<file path="src/rtl/muldiv_pkg.sv">
// Shared encodings for the iterative multiply/divide unit.
package muldiv_pkg;

  typedef enum logic [1:0] {
    OP_MULTU = 2'b00,
    OP_DIVU  = 2'b01,
    OP_MTHI  = 2'b10,
    OP_MTLO  = 2'b11
  } op_e;

  typedef enum logic [1:0] {
    S_IDLE = 2'b00,
    S_MUL  = 2'b01,
    S_DIV  = 2'b10
  } state_e;

  typedef enum logic {
    MODE_MUL = 1'b0,
    MODE_DIV = 1'b1
  } mode_e;

endpackage

</file>
<file path="src/rtl/muldiv_step.sv">
// One combinational iteration: shift-add multiply or restoring divide.
module muldiv_step
  import muldiv_pkg::*;
#(
  parameter int unsigned WIDTH = 32
) (
  input  mode_e              i_mode,
  input  logic [2*WIDTH:0]   i_acc,
  input  logic [WIDTH-1:0]   i_rem,
  input  logic [WIDTH-1:0]   i_quo,
  input  logic [WIDTH-1:0]   i_b,
  output logic [2*WIDTH:0]   o_acc,
  output logic [WIDTH-1:0]   o_rem,
  output logic [WIDTH-1:0]   o_quo
);

  logic [WIDTH:0]   w_sum;
  logic [2*WIDTH:0] w_acc_add;
  logic [WIDTH:0]   w_rem_sh;
  logic [WIDTH:0]   w_trial;
  logic             w_fits;
  logic             w_unused_trial_msb;

  assign w_sum     = {1'b0, i_acc[2*WIDTH-1:WIDTH]} + {1'b0, i_b};
  assign w_acc_add = i_acc[0] ? {w_sum, i_acc[WIDTH-1:0]} : i_acc;
  // Remainder needs one extra bit after the shift before the trial subtract.
  assign w_rem_sh  = {i_rem, i_quo[WIDTH-1]};
  assign w_fits    = (w_rem_sh >= {1'b0, i_b});
  assign w_trial   = w_rem_sh - {1'b0, i_b};
  assign w_unused_trial_msb = w_trial[WIDTH];

  always_comb begin
    o_acc = i_acc;
    o_rem = i_rem;
    o_quo = i_quo;
    if (i_mode == MODE_MUL) begin
      o_acc = {1'b0, w_acc_add[2*WIDTH:1]};
    end else if (w_fits) begin
      o_rem = w_trial[WIDTH-1:0];
      o_quo = {i_quo[WIDTH-2:0], 1'b1};
    end else begin
      o_rem = w_rem_sh[WIDTH-1:0];
      o_quo = {i_quo[WIDTH-2:0], 1'b0};
    end
  end

endmodule

</file>
<file path="src/rtl/muldiv_unit.sv">
// Iterative MULTU/DIVU unit with architectural HI/LO and datapath stall.
module muldiv_unit
  import muldiv_pkg::*;
#(
  parameter int unsigned WIDTH = 32,
  parameter int unsigned CNTW  = 6
) (
  input  logic             i_clk,
  input  logic             i_reset,
  input  logic             i_start,
  input  logic [1:0]       i_op,
  input  logic [WIDTH-1:0] i_a,
  input  logic [WIDTH-1:0] i_b,
  input  logic             i_hlread,
  output logic [WIDTH-1:0] o_hi,
  output logic [WIDTH-1:0] o_lo,
  output logic             o_busy,
  output logic             o_stall,
  output logic             o_done
);

  state_e             r_state, w_state_nxt;
  logic [CNTW-1:0]    r_cnt, w_cnt_nxt;
  logic [2*WIDTH:0]   r_acc, w_acc_nxt;
  logic [WIDTH-1:0]   r_rem, w_rem_nxt;
  logic [WIDTH-1:0]   r_quo, w_quo_nxt;
  logic [WIDTH-1:0]   r_b, w_b_nxt;
  logic [WIDTH-1:0]   r_hi, w_hi_nxt;
  logic [WIDTH-1:0]   r_lo, w_lo_nxt;
  logic               r_done, w_done_nxt;

  mode_e              w_mode;
  logic [2*WIDTH:0]   w_step_acc;
  logic [WIDTH-1:0]   w_step_rem;
  logic [WIDTH-1:0]   w_step_quo;
  logic               w_last;

  assign w_mode = (r_state == S_DIV) ? MODE_DIV : MODE_MUL;
  assign w_last = (r_cnt == CNTW'(WIDTH - 1));

  muldiv_step #(
    .WIDTH (WIDTH)
  ) u_step (
    .i_mode (w_mode),
    .i_acc  (r_acc),
    .i_rem  (r_rem),
    .i_quo  (r_quo),
    .i_b    (r_b),
    .o_acc  (w_step_acc),
    .o_rem  (w_step_rem),
    .o_quo  (w_step_quo)
  );

  always_comb begin
    w_state_nxt = r_state;
    w_cnt_nxt   = r_cnt;
    w_acc_nxt   = r_acc;
    w_rem_nxt   = r_rem;
    w_quo_nxt   = r_quo;
    w_b_nxt     = r_b;
    w_hi_nxt    = r_hi;
    w_lo_nxt    = r_lo;
    w_done_nxt  = 1'b0;
    unique case (r_state)
      S_IDLE: begin
        if (i_start) begin
          unique case (op_e'(i_op))
            OP_MULTU: begin
              w_b_nxt     = i_b;
              w_acc_nxt   = {{(WIDTH + 1){1'b0}}, i_a};
              w_cnt_nxt   = '0;
              w_state_nxt = S_MUL;
            end
            OP_DIVU: begin
              w_b_nxt     = i_b;
              w_rem_nxt   = '0;
              w_quo_nxt   = i_a;
              w_cnt_nxt   = '0;
              w_state_nxt = S_DIV;
            end
            OP_MTHI: w_hi_nxt = i_a;
            OP_MTLO: w_lo_nxt = i_a;
          endcase
        end
      end
      S_MUL: begin
        w_acc_nxt = w_step_acc;
        w_cnt_nxt = r_cnt + 1'b1;
        if (w_last) begin
          w_hi_nxt    = w_step_acc[2*WIDTH-1:WIDTH];
          w_lo_nxt    = w_step_acc[WIDTH-1:0];
          w_done_nxt  = 1'b1;
          w_state_nxt = S_IDLE;
        end
      end
      S_DIV: begin
        w_rem_nxt = w_step_rem;
        w_quo_nxt = w_step_quo;
        w_cnt_nxt = r_cnt + 1'b1;
        if (w_last) begin
          w_hi_nxt    = w_step_rem;
          w_lo_nxt    = w_step_quo;
          w_done_nxt  = 1'b1;
          w_state_nxt = S_IDLE;
        end
      end
      default: w_state_nxt = S_IDLE;
    endcase
  end

  always_ff @(posedge i_clk) begin
    if (i_reset) begin
      r_state <= S_IDLE;
      r_cnt   <= '0;
      r_acc   <= '0;
      r_rem   <= '0;
      r_quo   <= '0;
      r_b     <= '0;
      r_hi    <= '0;
      r_lo    <= '0;
      r_done  <= 1'b0;
    end else begin
      r_state <= w_state_nxt;
      r_cnt   <= w_cnt_nxt;
      r_acc   <= w_acc_nxt;
      r_rem   <= w_rem_nxt;
      r_quo   <= w_quo_nxt;
      r_b     <= w_b_nxt;
      r_hi    <= w_hi_nxt;
      r_lo    <= w_lo_nxt;
      r_done  <= w_done_nxt;
    end
  end

  assign o_hi    = r_hi;
  assign o_lo    = r_lo;
  assign o_busy  = (r_state != S_IDLE);
  assign o_done  = r_done;
  // Any issue or HI/LO read must wait while an operation is in flight.
  assign o_stall = o_busy & (i_start | i_hlread);

endmodule

</file>
<file path="config.mk">
export PLATFORM = sky130hd
export DESIGN_NAME = muldiv_unit
export DESIGN_NICKNAME = d
export VERILOG_FILES = /design/src/rtl/muldiv_pkg.sv /design/src/rtl/muldiv_step.sv /design/src/rtl/muldiv_unit.sv
export SDC_FILE = /design/constraint.sdc
export NUM_CORES = 1
export LEC_CHECK = 0
export CELL_PAD_IN_SITES_DETAIL_PLACEMENT = 1
export CELL_PAD_IN_SITES_GLOBAL_PLACEMENT = 1
export CORE_MARGIN = 4
export CORE_UTILIZATION = 44
export CTS_BUF_LIST = sky130_fd_sc_hd__clkbuf_8
export DETAILED_ROUTE_END_ITERATION = 12
export HOLD_SLACK_MARGIN = 0.15
export PLACE_DENSITY_LB_ADDON = 0.1
export SLEW_MARGIN = 20
export SYNTH_ARGS = -nofsm -noshare
export SYNTH_HDL_FRONTEND = slang
export SYNTH_SLANG_ARGS = --single-unit
</file>
<file path="constraint.sdc">
create_clock -name i_clk -period 4 [get_ports i_clk]
set_input_delay 0.6 -clock i_clk [delete_from_list [all_inputs] [get_ports i_clk]]
set_output_delay 0.6 -clock i_clk [all_outputs]
set_load 0.01 [all_outputs]
</file>
==> metrics.txt, run 1 <==
Post-synth EDFFs=0; initial antenna violation count=1; detailed placement HPWL=39100 um; WL final=54500 um; clk_skew=0.0325 ns; reg-to-reg slack, setup=0.24 ns; CORE AREA=32900 um2; Routed Antenna Nets=0; FF+latch count, synth=233; Final Wtd Congestion=0.982; CP Capture Type=register; Pleak=6.58 nW; Pint=4.58 mW; logic gate share of total power=21.5%; CTS tree=done; CTS max path bufs=3; Area Overhead vs Synth=19.0%; crit-path cells=inv_1 -> ha_1 -> a21oi_1 -> o21ai_1 -> a31oi_1 -> nor2_1 -> a2111oi_1 -> o31ai_4 -> buf_4 -> o21ai_1 -> a21oi_1 -> a311oi_1 -> a2111oi_2; fin. max-slew vios=0; die boundary height=191 um; via count=15200; Main synth FF type=dfxtp_1; sequential share of power=38.3%; final hold violations=0; Layout Nets=2193; clock power share=40.2%; cell area after synthesis=14800 um2; GRT Total Usage=29.4%; largest net degree at the start of global routing=181; WS Path Type=register to register; Slew headroom=27.1%; total CTS buffers=44; Pre-Repair DR Iteration Count=5; Worst Hold Class=primary input to register; Clock transition at path regs=0.06 ns; Reg-to-Reg Start=r_b[20]; Die ar.=36600 um2; syn avg cell area=7.51 um2; Required @ worst endpoint=4.46 ns; initial core utilization=45.0%; Switching Share=31.4%; Netlist cell types=77; RSZ-0062 raised after global routing=no; Worst-Skew Late Latency=0.62 ns; Final min period=3.76 ns; vias in the first global route=15500; WP buf/inv=2; I/O Pins=137; run status=finished, final reports clean; Power Dens Cells=379 nW/um2; CP peak stage delay=0.65 ns; first-pass GRT wire length=86100 um; Final setup viols=0; Slew @ Worst Pin=1.09 ns; R2R depth=13; ys async rst share=0%; Worst IR Drop VDD=234 uV; Sink Count=233; period utilization=94.0%; WP data arrival=4.22 ns; CP delay by family, top=compound AO/OA/AOI/OAI gates; commonest non-fill, non-tap cell in the layout=nand2_1; Hold Startpoint=i_reset; CTS Hold Buffers Added=0; footprint of the multi-input gates=9460 um2; Post-Synthesis Cells=1969; layout cell share with drive strength beyond 1=7.76%; drt via density=5.99; CP max FO=11; storage element area=4660 um2; fmax=266 MHz; Synth warnings=0; Iter 0 DRT Violations=997; Row Count=66; setup TNS=0 ns; R2R Path End=o_hi[27]; DRC viols=0; total power=6.67 mW; Root Buffer=clkbuf_8; htree depth=2; startpoint class of the critical path=register; overflow left after global routing=0; Synth Net Count=2109; Endpoint, Worst Hold=r_rem[3]; switching power=2.09 mW; Fillers=4142; crit path max-delay cell type=a311oi_1; post-synthesis sequential area ratio=31.5%; DIE WIDTH=191 um; worst hold path depth=2; WL/cell=21.6 um; commonest non-fill, non-tap cells in the layout=nand2_1, nor2_1, dfxtp_1; Max-cap violations=0; buffers added on ports=136
-- stage by stage --
| step | std cells | hold slack, ns | area, um2 | util (%) | worst slack (ns) |
|---|---|---|---|---|---|
| after floorplan | 1969 | 0.445 | 14800 | - | 1.11 |
| after global placement | 2443 | 0.442 | 16500 | 50.3 | 0.308 |
| after detailed placement | 2443 | 0.454 | 16500 | 50.3 | 0.188 |
| after CTS | 2523 | 0.335 | 17500 | 53.4 | 0.193 |
| after global routing | 2529 | 0.351 | 17600 | 53.5 | 0.0101 |
| final | 2530 | 0.363 | 17600 | 53.5 | 0.239 |
-- worst max path at each step --
stage,start,cells past startpoint,to,slack (ns)
after floorplan,r_acc[39],11,o_hi[30],1.11
after global placement,r_b[20],12,o_hi[27],0.31
after detailed placement,r_b[20],12,o_hi[27],0.19
after CTS,r_b[20],12,o_hi[27],0.19
after global routing,r_b[20],13,o_hi[27],0.01
final,r_b[20],13,o_hi[27],0.24
-- worst reg2reg max path: stages (launching register included) --
cell	delay, ns
dfxtp_1	0.37
inv_1	0.07
ha_1	0.36
a21oi_1	0.29
o21ai_1	0.10
a31oi_1	0.34
nor2_1	0.08
a2111oi_1	0.56
o31ai_4	0.28
buf_4	0.22
o21ai_1	0.11
a21oi_1	0.09
a311oi_1	0.65
a2111oi_2	0.09
-- metal layers --
metal,global-route usage [%],vias to the layer above,wire length [um]
met1,40.4,7446,25400
met2,46.8,403,24300
met3,6.15,84,3520
met4,8.29,0,1300
met5,0,-,0
li1,-,7225,-
-- flip-flops by register name, indices dropped and copies added, names as in the netlist --
| signal | flops |
|---|---|
| r_acc | 64 |
| o_hi | 32 |
| o_lo | 32 |
| r_b | 32 |
| r_quo | 32 |
| r_rem | 32 |
| r_cnt | 6 |
| r_state | 2 |
| o_done | 1 |
-- logic make-up (layout without fill, tap and decap cells) --
kind of cell / count (synthesis) / count (layout) / share of synthesized area, %
buffers and inverters: 190 / 308 / 5.14
adders and majority gates: 70 / 70 / 6.02
xor gates and xnor gates: 53 / 53 / 3.14
muxes: 71 / 71 / 4.92
DFF: 233 / 233 / 31.5
and+or+nand+nor: 721 / 721 / 21.6
other: 0 / 1 / 0
AOI/OAI and AO/OA: 631 / 631 / 27.7
-- power groups by stage --
stage,sequential [mW],clock [mW],combinational [mW]
floorplan,2.59,0,0.870
global placement,2.60,0,1.37
detailed placement,2.60,0,1.40
CTS,2.55,2.73,1.41
global route,2.57,2.85,1.56
finish,2.56,2.68,1.44
-- cells in the mapped netlist (26+ instances only) --
| cell type | n | area, um2 |
|---|---|---|
| dfxtp_1 | 233 | 4660 |
| ha_1 | 68 | 851 |
| a311oi_1 | 44 | 385 |
| nand2_1 | 279 | 1050 |
| or3_1 | 44 | 275 |
| inv_1 | 48 | 180 |
| nor3_1 | 26 | 130 |
| xnor2_1 | 30 | 263 |
| nor2_1 | 244 | 916 |
| a21o_1 | 59 | 443 |
| o21ai_0 | 106 | 531 |
| a21oi_1 | 198 | 991 |
| mux2i_1 | 57 | 571 |
| clkbuf_1 | 112 | 420 |
| a211oi_1 | 76 | 571 |
-- area by class of cell --
| class | instances | share of cell area (%) |
|---|---|---|
| diodes | 1 | 0.0142 |
| well taps | 442 | 3.14 |
| multi-input cells | 1546 | 53.8 |
| repair buffers | 176 | 9.66 |
| inverters | 52 | 1.11 |
| flip-flops and latches | 233 | 26.5 |
| clock buffers | 61 | 4.77 |
| clock inverters | 19 | 0.996 |
-- what timing repair did --
item | 4_1_cts | 5_1_grt
hold endpoints to repair | 0 | 0
resized for setup | 0 | 1
setup endpoints to repair | 0 | 15
buffers inserted | 0 | 6
Note: power is estimated with default switching activity, not from simulation.
==> run 2, diff against run 1 <==
--- a/config.mk
+++ b/config.mk
@@ -5,10 +5,11 @@
 export SDC_FILE = /design/constraint.sdc
 export NUM_CORES = 1
 export LEC_CHECK = 0
+export ABC_AREA = 1
 export CELL_PAD_IN_SITES_DETAIL_PLACEMENT = 1
 export CELL_PAD_IN_SITES_GLOBAL_PLACEMENT = 1
 export CORE_MARGIN = 4
-export CORE_UTILIZATION = 44
+export CORE_UTILIZATION = 43
 export CTS_BUF_LIST = sky130_fd_sc_hd__clkbuf_8
 export DETAILED_ROUTE_END_ITERATION = 12
 export HOLD_SLACK_MARGIN = 0.15
==> metrics.txt, run 2 <==
Top reg by flops=r_acc; Max-cap violations=0 (unchanged); Final Cell Area=18700 um2 (+6.3%); Largest register FFs=64 (unchanged); Die ar.=40700 um2 (+11%); Final Wtd Congestion=0.975 (-0.66%); CP peak stage delay=0.42 ns (-0.23 ns); WL/cell=20.6 um (-4.3%); die boundary height=202 um (+5.4%); Netlist cell types=41 (-47%); vias in the first global route=18100 (+17%); Switching Share=48.6% (+17 points); sequential share of power=25.7% (-13 points); Final min period=3.02 ns (-0.739 ns); setup TNS=0 ns (unchanged); Post-Synthesis Cells=2622 (+33%); clk_skew=0.0447 ns (+0.0121 ns); syn avg cell area=6.16 um2 (-18%); CP Capture Type=register; I/O Pins=137 (unchanged); run status=finished, final reports clean; DRC viols=0 (unchanged); WL final=66000 um (+21%); Worst Hold Class=register to register; Routed Antenna Nets=0 (unchanged); Post-synth EDFFs=0 (unchanged); crit-path cells=inv_1 -> ha_1 -> fa_1 -> inv_1 -> nand3_1 -> nand3_1 -> nand3_1 -> nand3_1 -> nand2_1 -> nand3_1 -> nand2_1 -> nand2_1 -> nand3_1 -> nand2_1 -> nand2_1 -> a21oi_1; ranking of synthesized cells by area=dfxtp_1, nand2_1, a21oi_1; pre-CTS setup slack=0.876 ns (+0.688 ns); total CTS buffers=44 (unchanged); GRT Total Usage=31.3% (+1.9 points); area fraction of the dominant cell type after synthesis=28.9% (-2.6 points); FF+latch count, synth=233 (unchanged); WS Path Type=register to register; Row Count=70 (+6.1%); Finished Layout Cells=3199 (+26%); Area Overhead vs Synth=15.9%; final hold violations=0 (unchanged); cell taking the most area after synthesis=dfxtp_1; Synth warnings=0 (unchanged); Synth Net Count=2762 (+31%); Root Buffer=clkbuf_8; layout cell share with drive strength beyond 1=6.81% (-0.95 points); Slew headroom=36.7% (+9.7 points); Final setup viols=0 (unchanged); via count=17900 (+18%); WP buf/inv=2 (unchanged); ys async rst share=0% (unchanged); Pleak=8.83 nW (+34%); Clock transition at path regs=0.06 ns (about the same); fin. max-slew vios=0 (unchanged); drt via density=5.59 (-6.7%); Worst-Skew Late Latency=0.62 ns (about the same); commonest non-fill, non-tap cell in the layout=nand2_1; initial antenna violation count=0 (-1); CTS tree=done; CTS Hold Buffers Added=0 (unchanged); most common cell in the netlist=nand2_1; Placed Cells=3117 (+28%); period utilization=75.5% (-18 points); overflow left after global routing=0 (unchanged); Critical Path Most Common Cell=nand3_1; WP data arrival=3.54 ns (-0.68 ns); Layout Nets=2835 (+29%); CTS max path bufs=3 (unchanged); Slew @ Worst Pin=0.949 ns (-0.145 ns); cell area after synthesis=16100 um2 (+9.1%); Sink Count=233 (unchanged); Worst IR Drop VDD=373 uV (+60%); first-pass GRT wire length=102000 um (+19%); largest net degree at the start of global routing=126 (-30%); CORE AREA=36800 um2 (+12%); post-synthesis sequential area ratio=28.9% (-2.6 points); switching power=6.14 mW (+190%); Post-CTS Resized=0 (unchanged); logic gate share of total power=53.7% (+32 points); CP delay by family, top=simple AND/OR/NAND/NOR gates; clock power share=20.5% (-20 points); Pre-Repair DR Iteration Count=5 (unchanged); detailed placement HPWL=49900 um (+27%); Power Dens Cells=675 nW/um2 (+78%); post-CTS setup buffers=0 (unchanged); ANT cells=0 (-1); final worst slack=0.978 ns (+0.739 ns); Placement Cell Area=17700 um2 (+7.3%); buffers added on ports=136 (unchanged); Fillers=5085 (+23%); Iter 0 DRT Violations=1148 (+15%); DIE WIDTH=202 um (+5.4%); commonest non-fill, non-tap cells in the layout=nand2_1, inv_1, a21oi_1; startpoint class of the critical path=register; most frequent cells after synthesis=nand2_1, a21oi_1, inv_1; Final Util=50.9% (-2.7 points); RSZ-0062 raised after global routing=no; Pint=6.50 mW (+42%); htree depth=2 (unchanged); crit path max-delay cell type=fa_1; CP max FO=3 (-8); fmax=331 MHz (+24%); Main synth FF type=dfxtp_1; initial core utilization=43.9% (-1.1 points); Required @ worst endpoint=4.51 ns (+0.05 ns)
-- run 2: changes by cell type in the layout (fill, tap and decap cells not counted), sizes merged, moves of 57 or more --
cell / delta
mux2i: -57
a211oi: -78
a21oi: +164
a21o: -59
o21ai: +184
nor2: -60
inv: +307
nand2: +446
nand3: +80
-- run 2: power by group through the flow --
| stage | clock network, mW | logic, mW | registers, mW |
|---|---|---|---|
| 2_1_floorplan | 0 | 4.54 | 3.19 |
| 3_3_place_gp | 0 | 6.51 | 3.26 |
| 3_5_place_dp | 0 | 6.70 | 3.28 |
| 4_1_cts | 2.63 | 6.75 | 3.24 |
| 5_1_grt | 2.74 | 7.45 | 3.29 |
| 6_report | 2.60 | 6.79 | 3.25 |
-- run 2: layout make-up --
cell class              instances  area [um2]  share of cell area [%]
well taps                     468         586                    3.13
clock buffers                  59         812                    4.34
clock inverters                23         161                   0.863
inverters                     351        1320                    7.06
repair buffers                160        1560                    8.33
multi-input cells            1905        9610                    51.3
flip-flops and latches        233        4660                    24.9
-- run 2: path summary, 6_finish.rpt --
path | from | endpoint | slack, ns | cells after the start
setup / recovery | r_quo[31] | o_hi[28] | 0.98 | 16
hold / removal | o_lo[19] | o_lo[19] | 0.46 | 2
hold reg to reg | o_lo[19] | o_lo[19] | 0.46 | 2
setup reg to reg | r_quo[31] | o_hi[28] | 0.98 | 16
-- run 2: metrics by stage --
step           hold slack [ns]  power (mW)
2_1_floorplan            0.441        7.73
3_3_place_gp             0.448        9.77
3_5_place_dp             0.455        9.98
4_1_cts                  0.460        12.6
5_1_grt                  0.487        13.5
6_report                 0.461        12.6
-- run 2: per-layer routing --
| layer | GRT usage, % | share of wire [%] |
|---|---|---|
| met1 | 40.3 | 44 |
| met2 | 53.4 | 47 |
| met3 | 3.72 | 4.4 |
| met4 | 12.8 | 4.2 |
| met5 | 0 | 0 |
-- run 2: logic make-up (layout without fill, tap and decap cells) --
group                    Yosys count  count (layout)  share of synthesized area [%]
AND/OR/NAND/NOR                 1081            1081                           28.7
AO/OA/AOI/OAI                    726             726                           23.6
buffers and inverters            484             593                           11.8
flip-flops                       233             233                           28.9
adder cells (fa/ha/maj)           70              70                           5.52
XOR/XNOR                          28              28                           1.52
-- run 2: worst reg2reg max path, stage by stage (launching register included) --
cell and delay [ns]:
dfxtp_1 0.32, inv_1 0.11, ha_1 0.26, fa_1 0.42, inv_1 0.17, nand3_1 0.11
nand3_1 0.17, nand3_1 0.10, nand3_1 0.23, nand2_1 0.15, nand3_1 0.11, nand2_1 0.06
nand2_1 0.05, nand3_1 0.20, nand2_1 0.20, nand2_1 0.09, a21oi_1 0.17
==> run 3, diff against run 2 <==
--- a/config.mk
+++ b/config.mk
@@ -9,7 +9,7 @@
 export CELL_PAD_IN_SITES_DETAIL_PLACEMENT = 1
 export CELL_PAD_IN_SITES_GLOBAL_PLACEMENT = 1
 export CORE_MARGIN = 4
-export CORE_UTILIZATION = 43
+export CORE_UTILIZATION = 38
 export CTS_BUF_LIST = sky130_fd_sc_hd__clkbuf_8
 export DETAILED_ROUTE_END_ITERATION = 12
 export HOLD_SLACK_MARGIN = 0.15
==> constraint.sdc (replaced) <==
create_clock -name i_clk -period 2.75 [get_ports i_clk]
set_input_delay 0.4125 -clock i_clk [delete_from_list [all_inputs] [get_ports i_clk]]
set_output_delay 0.4125 -clock i_clk [all_outputs]
set_load 0.01 [all_outputs]
==> metrics.txt, run 3 (synthesized netlist as in run 2, its figures left out) <==
Worst-Skew Late Latency=0.62 ns (about the same); ANT cells=0 (unchanged); Slew @ Worst Pin=0.896 ns (-0.0530 ns); switching power=9.19 mW (+50%); commonest non-fill, non-tap cell in the layout=nand2_1; Placement Cell Area=18400 um2 (+4.0%); I/O Pins=137 (unchanged); CTS max path bufs=3 (unchanged); overflow left after global routing=0 (unchanged); Pleak=9.22 nW (+4.4%); Final setup viols=0 (unchanged); fin. max-slew vios=0 (unchanged); Final min period=2.61 ns (-0.408 ns); WS Path Type=register to register; RSZ-0062 raised after global routing=no; setup TNS=0 ns (unchanged); Root Buffer=clkbuf_8; DRC viols=0 (unchanged); CORE AREA=41900 um2 (+14%); footprint of the multi-input gates=9830 um2 (+2.3%); initial antenna violation count=0 (unchanged); storage element area=4670 um2 (+0.13%); fmax=383 MHz (+16%); die boundary height=214 um (+6.1%); clock power share=20.0% (-0.5 points); Area Overhead vs Synth=21.9%; Largest register FFs=64 (unchanged); Final Util=46.9% (-4.0 points); Worst IR Drop VDD=495 uV (+33%); Fillers=5644 (+11%); commonest non-fill, non-tap cells in the layout=nand2_1, inv_1, a21oi_1; Routed Antenna Nets=0 (unchanged); Final Cell Area=19700 um2 (+5.2%); period utilization=95.0% (+19 points); Iter 0 DRT Violations=987 (-14%); pre-CTS setup slack=-0.235 ns (-1.11 ns); Switching Share=47.7% (-0.88 points); startpoint class of the critical path=register; Power Dens Cells=979 nW/um2 (+45%); Layout Nets=2901 (+2.3%); total power=19.3 mW (+52%); WP data arrival=3.14 ns (-0.40 ns); clk_skew=0.0333 ns (-0.0113 ns); Die ar.=45800 um2 (+13%); via count=18000 (+0.46%); Required @ worst endpoint=3.28 ns (-1.23 ns); final hold violations=0 (unchanged); CP max FO=4 (+1); logic gate share of total power=55.3% (+1.6 points); Final Wtd Congestion=0.958 (-1.7%); Slew headroom=40.3% (+3.5 points); Worst Hold Class=primary input to register; detailed placement HPWL=53500 um (+7.2%); vias in the first global route=18400 (+1.6%); CTS Hold Buffers Added=0 (unchanged); total CTS buffers=47 (+6.8%); layout cell share with drive strength beyond 1=10.6% (+3.8 points); WL final=68800 um (+4.2%); Max-cap violations=0 (unchanged); Row Count=75 (+7.1%); htree depth=2 (unchanged); Clock transition at path regs=0.06 ns (about the same); initial core utilization=38.5% (-5.4 points); WL/cell=20.6 um (-0.14%); DIE WIDTH=214 um (+6.1%); first-pass GRT wire length=106000 um (+3.8%); Top reg by flops=r_acc; GRT Total Usage=29.0% (-2.3 points); final worst slack=0.136 ns (-0.842 ns); Pre-Repair DR Iteration Count=5 (unchanged); Sink Count=233 (unchanged); run status=finished, final reports clean; sequential share of power=24.7% (-1.0 points); largest net degree at the start of global routing=76 (-40%); drt via density=5.38 (-3.7%); Pint=10.1 mW (+55%); CTS tree=done; CP Capture Type=register; buffers added on ports=136 (unchanged)
## run 3: layout make-up
type                            instances  share of cell area (%)
Timing Repair Buffer                  223                    11.0
Sequential cell                       233                    23.7
Multi-Input combinational cell       1905                    50.0
Tap cell                              539                    3.43
Clock inverter                         29                    1.06
Clock buffer                           58                    4.06
Inverter                              351                    6.72
## run 3: worst paths after layout
check                 from  endpoint  slack (ns)  depth (start not counted)
setup / recovery    r_b[9]  o_hi[27]        0.14                         15
hold / removal      i_b[4]    r_b[4]        0.43                          3
setup reg to reg    r_b[9]  o_hi[27]        0.14                         15
hold reg to reg   o_lo[15]  o_lo[15]        0.46                          2
## run 3: routing by layer
metal  track usage (%)  vias up  part of all wire [%]
li1                  -     8787                     -
met1              38.5     8659                    46
met2              49.2      419                    46
met3              3.88       98                   4.8
met4              9.16        0                   3.1
met5                 0        -                     0
## run 3: worst max-delay path, cell delays in order (launching register included)
cell and delay (ns):
dfxtp_1 0.34, inv_1 0.09, ha_1 0.35, nand2_1 0.13
inv_1 0.07, a21oi_1 0.30, nand3_1 0.31, nand2_1 0.21
nand3_1 0.09, nand2_1 0.11, nand2_1 0.05, nand2_1 0.06
nand2_1 0.12, nand2_1 0.10, nand2_1 0.05, a21oi_1 0.16
## run 3: timing repair
action	CTS	global route
gates resized for setup	5	51
pin swaps	0	1
setup buffers	0	0
setup endpoints to repair	51	41
## run 3: through the flow
| step | cells | hold WS, ns |
|---|---|---|
| after global placement | 3251 | 0.449 |
| after global routing | 3338 | 0.438 |
| after floorplan | 2622 | 0.441 |
| after detailed placement | 3251 | 0.455 |
| after CTS | 3338 | 0.381 |
| final | 3338 | 0.428 |
## run 3: power by group through the flow
| stage | clock network (mW) | logic [mW] | registers (mW) |
|---|---|---|---|
| 5_1_grt | 4.10 | 11.8 | 4.84 |
| 4_1_cts | 3.93 | 10.4 | 4.71 |
| 6_report | 3.85 | 10.7 | 4.76 |
| 3_3_place_gp | 0 | 10.2 | 4.75 |
| 2_1_floorplan | 0 | 6.60 | 4.65 |
| 3_5_place_dp | 0 | 10.4 | 4.77 |
